`src/rtl/seq_pkg.sv`:
```
// Shared types for the bit-serial sequence-detector front end.
//   ser_state_t        : serializer shifter state
//   SER_NBITS_DEFAULT  : default serialized word width
package seq_pkg;

  typedef enum logic {
    SER_IDLE  = 1'b0,
    SER_SHIFT = 1'b1
  } ser_state_t;

  localparam int unsigned SER_NBITS_DEFAULT = 8;

endpackage

```
`src/rtl/seq_bit_serializer_buf.sv`:
```
// One-entry input buffer for seq_bit_serializer.
//   clk, reset : clock, synchronous active-high reset
//   in_val     : upstream word valid
//   in_rdy     : buffer empty, can accept a word (registered state only)
//   in_msg     : upstream word
//   deq        : consumer takes the buffered word this cycle
//   out_full   : buffer holds a word
//   out_msg    : buffered word
module seq_bit_serializer_buf #(
  parameter int unsigned NBITS = 8
) (
  input  logic             clk,
  input  logic             reset,
  input  logic             in_val,
  output logic             in_rdy,
  input  logic [NBITS-1:0] in_msg,
  input  logic             deq,
  output logic             out_full,
  output logic [NBITS-1:0] out_msg
);

  logic             full_q, full_d;
  logic [NBITS-1:0] msg_q,  msg_d;

  // Buffer registers
  always_ff @(posedge clk) begin
    if (reset) begin
      full_q <= 1'b0;
      msg_q  <= '0;
    end else begin
      full_q <= full_d;
      msg_q  <= msg_d;
    end
  end

  // Enqueue only when empty; dequeue only when full, so the two never coincide
  always_comb begin
    full_d = full_q;
    msg_d  = msg_q;
    if (deq) begin
      full_d = 1'b0;
    end
    if (in_val && !full_q) begin
      full_d = 1'b1;
      msg_d  = in_msg;
    end
  end

  assign in_rdy   = !full_q;
  assign out_full = full_q;
  assign out_msg  = msg_q;

endmodule

```
`src/rtl/seq_bit_serializer.sv`:
```
// Parallel-to-serial front end: accepts NBITS-bit words over val/rdy and emits
// them MSB-first, one bit per cycle, with back-to-back words gap-free.
//   clk, reset : clock, synchronous active-high reset
//   in_val     : upstream word valid
//   in_rdy     : a word can be accepted this cycle
//   in_msg     : word to serialize, bit NBITS-1 first
//   out_bit    : serial bit (IDLE_BIT when no data)
//   out_val    : out_bit carries a data bit
//   busy       : shifting or a word is buffered
module seq_bit_serializer
  import seq_pkg::*;
#(
  parameter int unsigned NBITS    = SER_NBITS_DEFAULT,
  parameter logic        IDLE_BIT = 1'b0
) (
  input  logic             clk,
  input  logic             reset,
  input  logic             in_val,
  output logic             in_rdy,
  input  logic [NBITS-1:0] in_msg,
  output logic             out_bit,
  output logic             out_val,
  output logic             busy
);

  localparam int unsigned         CNT_W    = $clog2(NBITS);
  localparam logic [CNT_W-1:0]    CNT_LAST = CNT_W'(NBITS - 1);

  ser_state_t       state_q, state_d;
  logic [CNT_W-1:0] cnt_q,   cnt_d;
  logic [NBITS-1:0] shreg_q, shreg_d;

  logic             buf_full;
  logic [NBITS-1:0] buf_msg;
  logic             last_bit;
  logic             load;

  seq_bit_serializer_buf #(
    .NBITS (NBITS)
  ) u_buf (
    .clk      (clk),
    .reset    (reset),
    .in_val   (in_val),
    .in_rdy   (in_rdy),
    .in_msg   (in_msg),
    .deq      (load),
    .out_full (buf_full),
    .out_msg  (buf_msg)
  );

  // A buffered word loads when the shifter is idle or on its last bit
  assign last_bit = (state_q == SER_SHIFT) && (cnt_q == CNT_LAST);
  assign load     = buf_full && ((state_q == SER_IDLE) || last_bit);

  // State and datapath registers
  always_ff @(posedge clk) begin
    if (reset) begin
      state_q <= SER_IDLE;
      cnt_q   <= '0;
      shreg_q <= '0;
    end else begin
      state_q <= state_d;
      cnt_q   <= cnt_d;
      shreg_q <= shreg_d;
    end
  end

  // Next state: load wins over the return to IDLE
  always_comb begin
    state_d = state_q;
    case (state_q)
      SER_IDLE:  if (load) state_d = SER_SHIFT;
      SER_SHIFT: if (!load && last_bit) state_d = SER_IDLE;
      default:   state_d = SER_IDLE;
    endcase
  end

  // Shift register and bit counter
  always_comb begin
    shreg_d = shreg_q;
    cnt_d   = cnt_q;
    if (load) begin
      shreg_d = buf_msg;
      cnt_d   = '0;
    end else if (state_q == SER_SHIFT) begin
      shreg_d = shreg_q << 1;
      cnt_d   = CNT_W'(cnt_q + 1'b1);
    end
  end

  // Outputs decoded from registered state
  always_comb begin
    out_val = (state_q == SER_SHIFT);
    out_bit = out_val ? shreg_q[NBITS-1] : IDLE_BIT;
    busy    = out_val || buf_full;
  end

endmodule

```
`config.mk`:
```
export PLATFORM = sky130hd
export DESIGN_NAME = seq_bit_serializer
export DESIGN_NICKNAME = d
export VERILOG_FILES = /design/src/rtl/seq_pkg.sv /design/src/rtl/seq_bit_serializer_buf.sv /design/src/rtl/seq_bit_serializer.sv
export SDC_FILE = /design/constraint.sdc
export NUM_CORES = 1
export LEC_CHECK = 0
export BUFFER_PORTS_ARGS = -buffer_cell sky130_fd_sc_hd__buf_2
export CORE_MARGIN = 5
export CORE_UTILIZATION = 53
export DETAILED_ROUTE_END_ITERATION = 8
export PLACE_DENSITY = 0.76
export SLEW_MARGIN = 15
export SYNTH_ARGS = -nofsm -noshare
export SYNTH_HDL_FRONTEND = slang
export SYNTH_SLANG_ARGS = --single-unit
```
`constraint.sdc`:
```
create_clock -name clk -period 1.5 [get_ports clk]
set_input_delay 0.15 -clock clk [delete_from_list [all_inputs] [get_ports clk]]
set_output_delay 0.15 -clock clk [all_outputs]
set_load 0.02 [all_outputs]
```
==> results of run 1 <==
-- stage by stage --
stage	setup TNS, ns	worst slack, ns	util [%]
6_report	0	0.106	63.9
3_3_place_gp	0	0.0243	59.2
2_1_floorplan	0	0.0863	-
4_1_cts	-0.162	-0.0411	60.7
3_5_place_dp	-0.0157	-0.0140	59.2
5_1_grt	0	0.0251	63.9
-- logic make-up after synthesis --
group | after synthesis | share of synthesized area [%]
multiplexers | 10 | 10.9
AND/OR/NAND/NOR | 41 | 27.2
XOR/XNOR | 1 | 0.951
AO/OA/AOI/OAI | 9 | 7.20
flip-flops | 21 | 45.7
buffers and inverters | 9 | 5.43
adder cells (fa/ha/maj) | 2 | 2.72
-- sequential cells by signal, indices dropped and copies added (netlist names) --
| register | flops |
|---|---|
| cnt_q | 3 |
| shreg_q | 8 |
| out_val | 1 |
| u_buf.out_full | 1 |
| u_buf.out_msg | 8 |
-- power by group --
part | switching [mW] | internal [mW]
registers | 0.0358 | 0.605
logic | 0.150 | 0.117
clock network | 0.168 | 0.104
total | 0.353 | 0.826
-- synthesized netlist by cell type (2+ instances only) --
| cell type | n |
|---|---|
| clkbuf_1 | 2 |
| mux2i_1 | 10 |
| buf_4 | 4 |
| a211oi_1 | 7 |
| ha_1 | 2 |
| nor4_2 | 7 |
| nor3_1 | 11 |
| dfxtp_1 | 21 |
| nor2_1 | 17 |
-- final timing paths --
path / startpoint / end / slack (ns) / cells past startpoint
max: cnt_q[0] / shreg_q[6] / 0.11 / 5
max reg2reg: cnt_q[0] / shreg_q[6] / 0.11 / 5
min: in_msg[3] / u_buf.out_msg[3] / 0.07 / 3
min reg2reg: u_buf.out_msg[3] / u_buf.out_msg[3] / 0.51 / 2
-- layout by cell type (no fill, tap or decap), types with 2 or more instances in the layout --
master | netlist | final
mux2i_1 | 10 | 10
nor2_1 | 17 | 17
nor3_1 | 11 | 11
clkbuf_4 | 0 | 3
nor4_2 | 7 | 7
dfxtp_2 | 0 | 2
buf_2 | 1 | 14
ha_1 | 2 | 2
a211oi_2 | 0 | 7
dfxtp_1 | 21 | 19
buf_4 | 4 | 5
-- final cells by class --
type	instances	area [um^2]
fill	133	609
multi-input combinational	63	494
timing repair buffer	19	108
clock buffer	4	26.3
inverter	2	7.51
tap	17	21.3
sequential	21	423
-- per-layer routing --
layer	global-route usage [%]	wire [um]	up-vias
met4	10.5	46	0
met1	21.1	834	317
met2	22.2	810	15
met3	3.44	78	5
met5	0	0	-
li1	-	-	363
-- worst max-delay path: stages (launching register included) --
cell and delay (ns):
dfxtp_1 0.33, ha_1 0.20, ha_1 0.18, and2b_2 0.31, nor3_1 0.08, nor4_2 0.21
-- repair_timing --
item | in CTS | in global routing
pin swaps | 0 | 1
hold endpoints to repair | 0 | 0
buffers inserted | 0 | 1
resized for setup | 0 | 12
setup endpoints to repair | 7 | 13
==> results by group, run 1 <==
Run status
  • Status: completed

Floorplanning
  • Num rows: 15
  • Initial core utilization: 54.5%
  • Die Wd: 51.7 um
  • Core footprint: approximately 1700 um^2
  • Die height: 51.7 um
  • Die area: 2670 um^2
  • Boundary Pins: 15

Timing
  • Slew Viols, Final: 0
  • Final setup skew: around 0.003 ns
  • Final hold vios: 0
  • Worst hold slack: 0.0680 ns
  • Fin crit period: between 1 and 1.5 ns
  • Setup Viol. Count Final: 0
  • Max Clk Rate: approximately 720 MHz
  • Unrepaired setup endpoints after global routing: false
  • Period utilisation layout: between 90 and 100%
  • Worst Tran Pin Value: 0.442 ns
  • Slew margin rel.: 70.6%

GRT
  • GRT Resource Usage Total: between 15 and 20%
  • Antenna violations before repair: 0
  • Global-route wire length before repair: about 3100 um
  • GRT Residual Overflow: 0
  • Pin count of the biggest net entering global routing: 22
  • Vias in the first global route: approximately 700

Pwr
  • Leakage power total: 0.436 nW
  • Total design power: approximately 1.2 mW
  • Worst vdd ir: 0.669 mV
  • Pwr/cell area: 1090 nW/um^2

Detailed routing
  • Vias: 700
  • Pre-antenna DRT Iters: 4
  • Post-DRT Antenna Nets: 0
  • Iter 0 DRT Violations: 15
  • Drt drc: 0
  • Post-Route WL: around 1800 um
  • WL per Instance: 14.0 um
  • Vias per cell: 5.56

Min path
  • Worst min-delay path category: in2reg

Critical path
  • Startpoint Class: register
  • Arr. time, crit path: 1.62 ns
  • Crit. End Element: register
  • CP max FO: 8
  • Critical Path RT: ~1.7 ns
  • CP Class: reg2reg

Synthesis
  • Dominant cells by area after synthesis: dfxtp_1, mux2i_1, nor4_2, nor2_1, nor3_1
  • Synthesized cell area: 921 um^2
  • FFs w/ async S/R, synth: 0%
  • Post-synth top area cell: dfxtp_1
  • Synth Instances: 93
  • Dominant synthesized flop cell: dfxtp_1
  • Syn Nets: 106
  • Ys Warns: 0
  • Synth top area share: 45.7%
  • Share of the yosys chip area belonging to registers: a little under half
  • Mean post-synth cell area: ~9.9 um^2
  • Synth unique cells: 21
  • Number of synthesized flops with an enable pin: 0
  • Synth Register Bits: 21

Place
  • Placed insts: 121
  • Post-DP HPWL: 1230 um
  • GP Congestion: 0.730
  • Placement Cell Area: approximately 1000 um^2
  • PortBufs: 14

Clock tree
  • CTS buffer count: 3
  • Worst-path clk slew: between 0.1 and 0.15 ns
  • Root Driver: clkbuf_4
  • # clock sinks: 21
  • Max clock buf depth: 2
  • Hold buffers post-CTS: 0
  • CTS tree: done
  • Clock latency on the worst-skew pair: 0.31 ns
  • H-tree depth: 1

Final layout
  • Layout cells sized above 1: 39.4%
  • Synth-to-Final Area Change: 17.3%
  • Final nets: between 100 and 150
  • Ant diodes: 0
  • Fin cells: 126
  • Fin area: 1080 um^2

Job
  • Max cap viols: 0
Power figures use the tool's default switching activity.
==> run 2, diff against run 1 <==
--- a/config.mk
+++ b/config.mk
@@ -10,6 +10,7 @@
 export CORE_UTILIZATION = 53
 export DETAILED_ROUTE_END_ITERATION = 8
 export PLACE_DENSITY = 0.76
+export SETUP_SLACK_MARGIN = 0.2
 export SLEW_MARGIN = 15
 export SYNTH_ARGS = -nofsm -noshare
 export SYNTH_HDL_FRONTEND = slang
==> results by group, run 2 (synthesis gave the netlist of run 1 again) <==
Detailed routing
  • Vias per cell: 5.70 (+2.7%)
  • WL per Instance: 16.0 um (+14%)
  • Vias: 753 (+7.6%)
  • Post-Route WL: 2110 um (+19%)
  • Post-DRT Antenna Nets: 0 (unchanged)
  • Drt drc: 0 (unchanged)
  • Iter 0 DRT Violations: 8 (-7)
  • Pre-antenna DRT Iters: 4 (unchanged)

Critical path
  • R2R depth: 5 (unchanged)
  • FF-to-FF setup slack: 0.10 ns (about the same)
  • Crit path to: shreg_q[3]
  • Setup crit start: cnt_q[0]
  • Startpoint Class: register
  • CP Class: reg2reg
  • CP max FO: 8 (unchanged)
  • Crit. End Element: register
  • Origin of the critical flop-to-flop path: cnt_q[0]
  • Critical Path RT: 1.72 ns (about the same)
  • Arr. time, crit path: 1.62 ns (about the same)
  • Crit Reg-Reg Endpoint: shreg_q[3]

Timing
  • Slew Viols, Final: 0 (unchanged)
  • Period utilisation layout: 93.3% (+0.38 points)
  • Fin crit period: 1.40 ns (+0.00571 ns)
  • Final setup skew: 0.00587 ns (+0.00278 ns)
  • Slew margin rel.: 64.0% (-6.5 points)
  • Max Clk Rate: 715 MHz (-0.41%)
  • Unrepaired setup endpoints after global routing: true
  • Worst Tran Pin Value: 0.537 ns (+0.0952 ns)
  • Worst hold slack: 0.0670 ns (-0.000975 ns)
  • Setup Viol. Count Final: 0 (unchanged)
  • Final hold vios: 0 (unchanged)

Final layout
  • Core Util, Final: 74.0% (+10 points)
  • # fillers: 118 (-11%)
  • Fin cells: 132 (+4.8%)
  • Ant diodes: 0 (unchanged)
  • Most frequent cells in the layout: nor2_1, dfxtp_1, buf_2
  • Layout cells sized above 1: 53.0% (+14 points)
  • Synth-to-Final Area Change: 35.7%
  • Final nets: 129 (+4.9%)

Floorplanning
  • Initial core utilization: 54.5% (unchanged)
  • Num rows: 15 (unchanged)
  • Boundary Pins: 15 (unchanged)
  • Die Wd: 51.7 um (unchanged)
  • Die area: 2670 um^2 (unchanged)
  • Core footprint: 1690 um^2 (unchanged)
  • Die height: 51.7 um (unchanged)

Clock tree
  • CTS tree: done
  • Hold buffers post-CTS: 0 (unchanged)
  • Worst-path clk slew: 0.12 ns (about the same)
  • Clock latency on the worst-skew pair: 0.31 ns (about the same)
  • H-tree depth: 1 (unchanged)
  • Max clock buf depth: 2 (unchanged)
  • # clock sinks: 21 (unchanged)
  • Root Driver: clkbuf_4
  • CTS buffer count: 3 (unchanged)

GRT
  • GRT Resource Usage Total: 16.2% (+0.51 points)
  • Vias in the first global route: 756 (+7.4%)
  • Pin count of the biggest net entering global routing: 22 (unchanged)
  • Global-route wire length before repair: 3310 um (+7.7%)
  • Antenna violations before repair: 0 (unchanged)
  • GRT Residual Overflow: 0 (unchanged)

Run status
  • Status: completed

Pwr
  • Pwr/cell area: 1020 nW/um^2 (-7.0%)
  • Worst vdd ir: 0.878 mV (+31%)
  • Leakage power total: 0.482 nW (+10%)
  • Total design power: 1.27 mW (+7.7%)

Min path
  • Worst min-delay path category: in2reg

Place
  • PortBufs: 14 (unchanged)
  • Post-DP HPWL: 1260 um (+1.7%)
  • GP Congestion: 0.782 (+7.2%)
  • Placed insts: 120 (-0.83%)

Job
  • Max cap viols: 0 (unchanged)
run 2: cell types whose count changed in the layout (fill, tap and decap cells not counted), sizes merged:
cell,delta
clkinv,+2
buf,+6
inv,-1
clkbuf,-1
run 2: through the flow:
stage / TNS (ns) / worst slack (ns) / area, um^2
global placement: 0 / 0.0245 / 1030
CTS: 0 / 0.104 / 1160
finish: 0 / 0.101 / 1250
detailed placement: 0 / 0.00281 / 1030
global route: -0.00790 / -0.00790 / 1250
floorplan: 0 / 0.164 / 960
run 2: final cells by class:
| cell class | count | area [um^2] | share of cell area [%] |
|---|---|---|---|
| clock buffer | 3 | 22.5 | 1.80 |
| multi-input combinational | 63 | 571 | 45.6 |
| tap | 17 | 21.3 | 1.70 |
| inverter | 2 | 20.0 | 1.60 |
| clock inverter | 1 | 5.00 | 0.400 |
| timing repair buffer | 25 | 183 | 14.6 |
| sequential | 21 | 428 | 34.2 |
run 2: routing by layer:
| layer | track usage (%) | vias up | share of wire (%) |
|---|---|---|---|
| met1 | 19.0 | 361 | 45 |
| met5 | 0 | - | 0 |
| met2 | 29.2 | 15 | 50 |
| met3 | 1.72 | 7 | 3.0 |
| met4 | 7.42 | 0 | 2.1 |
| li1 | - | 370 | - |
run 2: power by group:
group | switching (mW) | internal [mW]
Combinational | 0.181 | 0.165
Clock | 0.175 | 0.0997
Sequential | 0.0433 | 0.605
Total | 0.400 | 0.870
run 2: worst min-delay path by stage:
stage | from | endpoint | slack [ns] | cells past startpoint
floorplan | reset | shreg_q[1] | 0.22 | 1
global placement | in_msg[5] | u_buf.out_msg[5] | 0.38 | 3
detailed placement | in_msg[4] | u_buf.out_msg[4] | 0.39 | 3
CTS | in_msg[0] | u_buf.out_msg[0] | 0.07 | 3
global route | in_msg[4] | u_buf.out_msg[4] | 0.08 | 3
finish | in_msg[0] | u_buf.out_msg[0] | 0.07 | 3
run 2: repair_timing:
action	in CTS	in global routing
pin swaps	15	7
endpoints found under the setup margin	23	17
gates resized for setup	21	10
buffers inserted	3	5
hold endpoints to repair	0	0
run 2: critical path, stage by stage, from the launching register on:
cell and delay [ns]:
dfxtp_2 0.36, ha_4 0.16, ha_4 0.15, and2b_4 0.33, nor3_1 0.07, nor4_2 0.24
==> run 3, diff against run 2 <==
==> constraint.sdc (replaced) <==
create_clock -name clk -period 1.5 [get_ports clk]
set_input_delay 0.15 -clock clk [delete_from_list [all_inputs] [get_ports clk]]
set_output_delay 0.15 -clock clk [all_outputs]
set_load 0.01 [all_outputs]
==> results by group, run 3 (synthesis gave the netlist of run 1 again) <==
Final layout
  • Most frequent cells in the layout: dfxtp_1, nor2_1, buf_2
  • Final nets: 126 (-2.3%)
  • Fin area: 1190 um^2 (-5.1%)
  • Fin cells: 129 (-2.3%)
  • Commonest non-fill, non-tap cell in the layout: dfxtp_1
  • Ant diodes: 0 (unchanged)
  • Layout cells sized above 1: 50.9% (-2.2 points)
  • Synth-to-Final Area Change: 28.8%

Pwr
  • Flop pwr share: 52.4% (+1.3 points)
  • Clock Power Share: 22.3% (+0.7 points)
  • Logic pwr share: 25.3% (-2.0 points)
  • Internal power: 850 uW (-2.3%)
  • Switching Share: 30.5% (-0.99 points)
  • Leakage power total: 0.452 nW (-6.2%)
  • Worst vdd ir: 0.976 mV (+11%)
  • Pwr/cell area: 1030 nW/um^2 (+1.5%)
  • NetSw: 373 uW (-6.7%)
  • Total design power: 1.22 mW (-3.7%)

Place
  • Placement Cell Area: 1030 um^2 (+0.73%)
  • Pre-CTS WS: 0.0282 ns (+0.0253 ns)
  • Post-DP HPWL: 1270 um (+0.93%)
  • PortBufs: 14 (unchanged)
  • Placed insts: 120 (unchanged)
  • GP Congestion: 0.724 (-7.4%)

Critical path
  • Arr. time, crit path: 1.55 ns (-0.07 ns)
  • Top cell by count, worst path: ha_4
  • Setup crit start: cnt_q[0]
  • CP Class: reg2reg
  • CP cell instances: ha_4 -> ha_4 -> and2b_4 -> nor3_1 -> nor4_2
  • Origin of the critical flop-to-flop path: cnt_q[0]
  • Critical Path RT: 1.72 ns (about the same)
  • CP top delay family: simple AND/OR/NAND/NOR gates
  • Crit. End Element: register
  • CP bufs+invs: 0 (unchanged)
  • Slowest cell on the critical path: dfxtp_4
  • Startpoint Class: register
  • CP max FO: 8 (unchanged)
  • Biggest cell delay along the critical path: 0.38 ns (+0.02 ns)

Timing
  • Final hold vios: 0 (unchanged)
  • Max Clk Rate: 747 MHz (+4.6%)
  • Period utilisation layout: 89.2% (-4.1 points)
  • Unrepaired setup endpoints after global routing: true
  • Worst Tran Pin Value: 0.446 ns (-0.0909 ns)
  • Fin crit period: 1.34 ns (-0.0614 ns)
  • Slew Viols, Final: 0 (unchanged)
  • Setup Viol. Count Final: 0 (unchanged)
  • Slew margin rel.: 70.3% (+6.2 points)
  • Final setup skew: 0.00715 ns (+0.00128 ns)
  • Final worst slack: 0.162 ns (+0.0614 ns)
  • Setup tns final: 0 ns (unchanged)

Detailed routing
  • Post-Route WL: 2100 um (-0.28%)
  • Vias: 742 (-1.5%)
  • Iter 0 DRT Violations: 15 (+7)
  • Drt drc: 0 (unchanged)
  • Pre-antenna DRT Iters: 4 (unchanged)
  • Vias per cell: 5.75 (+0.83%)
  • WL per Instance: 16.3 um (+2.0%)
  • Post-DRT Antenna Nets: 0 (unchanged)

GRT
  • Pin count of the biggest net entering global routing: 22 (unchanged)
  • GRT Resource Usage Total: 16.0% (-0.16 points)
  • Antenna violations before repair: 0 (unchanged)
  • Global-route wire length before repair: 3170 um (-4.0%)
  • GRT Residual Overflow: 0 (unchanged)
  • Vias in the first global route: 719 (-4.9%)

Clock tree
  • Max clock buf depth: 2 (unchanged)
  • Clock latency on the worst-skew pair: 0.30 ns (about the same)
  • CTS buffer count: 3 (unchanged)
  • Root Driver: clkbuf_4
  • CTS tree: done
  • Hold buffers post-CTS: 0 (unchanged)
  • Worst-path clk slew: 0.12 ns (about the same)
  • H-tree depth: 1 (unchanged)
  • # clock sinks: 21 (unchanged)

Floorplanning
  • Die height: 51.7 um (unchanged)
  • Initial core utilization: 54.5% (unchanged)
  • Boundary Pins: 15 (unchanged)
  • Core footprint: 1690 um^2 (unchanged)
  • Die Wd: 51.7 um (unchanged)
  • Die area: 2670 um^2 (unchanged)
  • Num rows: 15 (unchanged)

Job
  • Max cap viols: 0 (unchanged)

Min path
  • Worst min-delay path category: in2reg
  • Hold Startpoint: in_msg[1]

Run status
  • Status: completed
[run 3: cell types whose count changed in the layout (fill, tap and decap cells not counted), sizes merged]
| cell | previous run | this run |
|---|---|---|
| buf | 25 | 21 |
| clkbuf | 3 | 4 |
| clkinv | 2 | 0 |
| inv | 1 | 2 |
| nand2b | 1 | 2 |
[run 3: power by group through the flow]
| stage | Clock [mW] | Combinational [mW] | Sequential [mW] |
|---|---|---|---|
| after global routing | 0.292 | 0.339 | 0.647 |
| after floorplan | 0 | 0.211 | 0.640 |
| after detailed placement | 0 | 0.261 | 0.646 |
| final | 0.273 | 0.309 | 0.641 |
| after global placement | 0 | 0.253 | 0.645 |
| after CTS | 0.264 | 0.286 | 0.637 |
[run 3: layout make-up]
class | count | area [um^2]
multi-input combinational | 64 | 573
clock buffer | 4 | 26.3
fill | 123 | 503
sequential | 21 | 427
inverter | 2 | 12.5
tap | 17 | 21.3
timing repair buffer | 21 | 126
[run 3: final timing paths]
| path | cells past startpoint | end | slack [ns] |
|---|---|---|---|
| hold / removal | 3 | u_buf.out_msg[1] | 0.09 |
| hold reg to reg | 2 | u_buf.out_msg[0] | 0.52 |
| setup / recovery | 5 | shreg_q[6] | 0.16 |
| setup reg to reg | 5 | shreg_q[6] | 0.16 |
[run 3: tightest hold or removal path: cells and delay by family]
kind,cells,cell delay [ns]
simple gates,1,0.07
buf+inv,1,0.07
mux,1,0.06
[run 3: what timing repair did]
item / 4_1_cts / 5_1_grt
gates resized for setup: 13 / 11
endpoints found under the setup margin: 21 / 21
setup buffers: 3 / 1
gates cloned: 1 / 0
pin swaps: 3 / 10
[run 3: layer usage]
| metal | wire (um) | vias to the layer above | track usage [%] |
|---|---|---|---|
| met1 | 986 | 352 | 20.8 |
| met5 | 0 | - | 0 |
| met4 | 15 | 0 | 4.80 |
| met3 | 87 | 2 | 4.01 |
| li1 | - | 369 | - |
| met2 | 1010 | 19 | 26.1 |
[run 3: metrics by stage]
| step | hold slack, ns | util [%] |
|---|---|---|
| 3_3_place_gp | 0.388 | 61.3 |
| 2_1_floorplan | 0.224 | - |
| 6_report | 0.0866 | 70.2 |
| 3_5_place_dp | 0.395 | 61.3 |
| 5_1_grt | 0.0911 | 70.2 |
| 4_1_cts | 0.0889 | 67.4 |
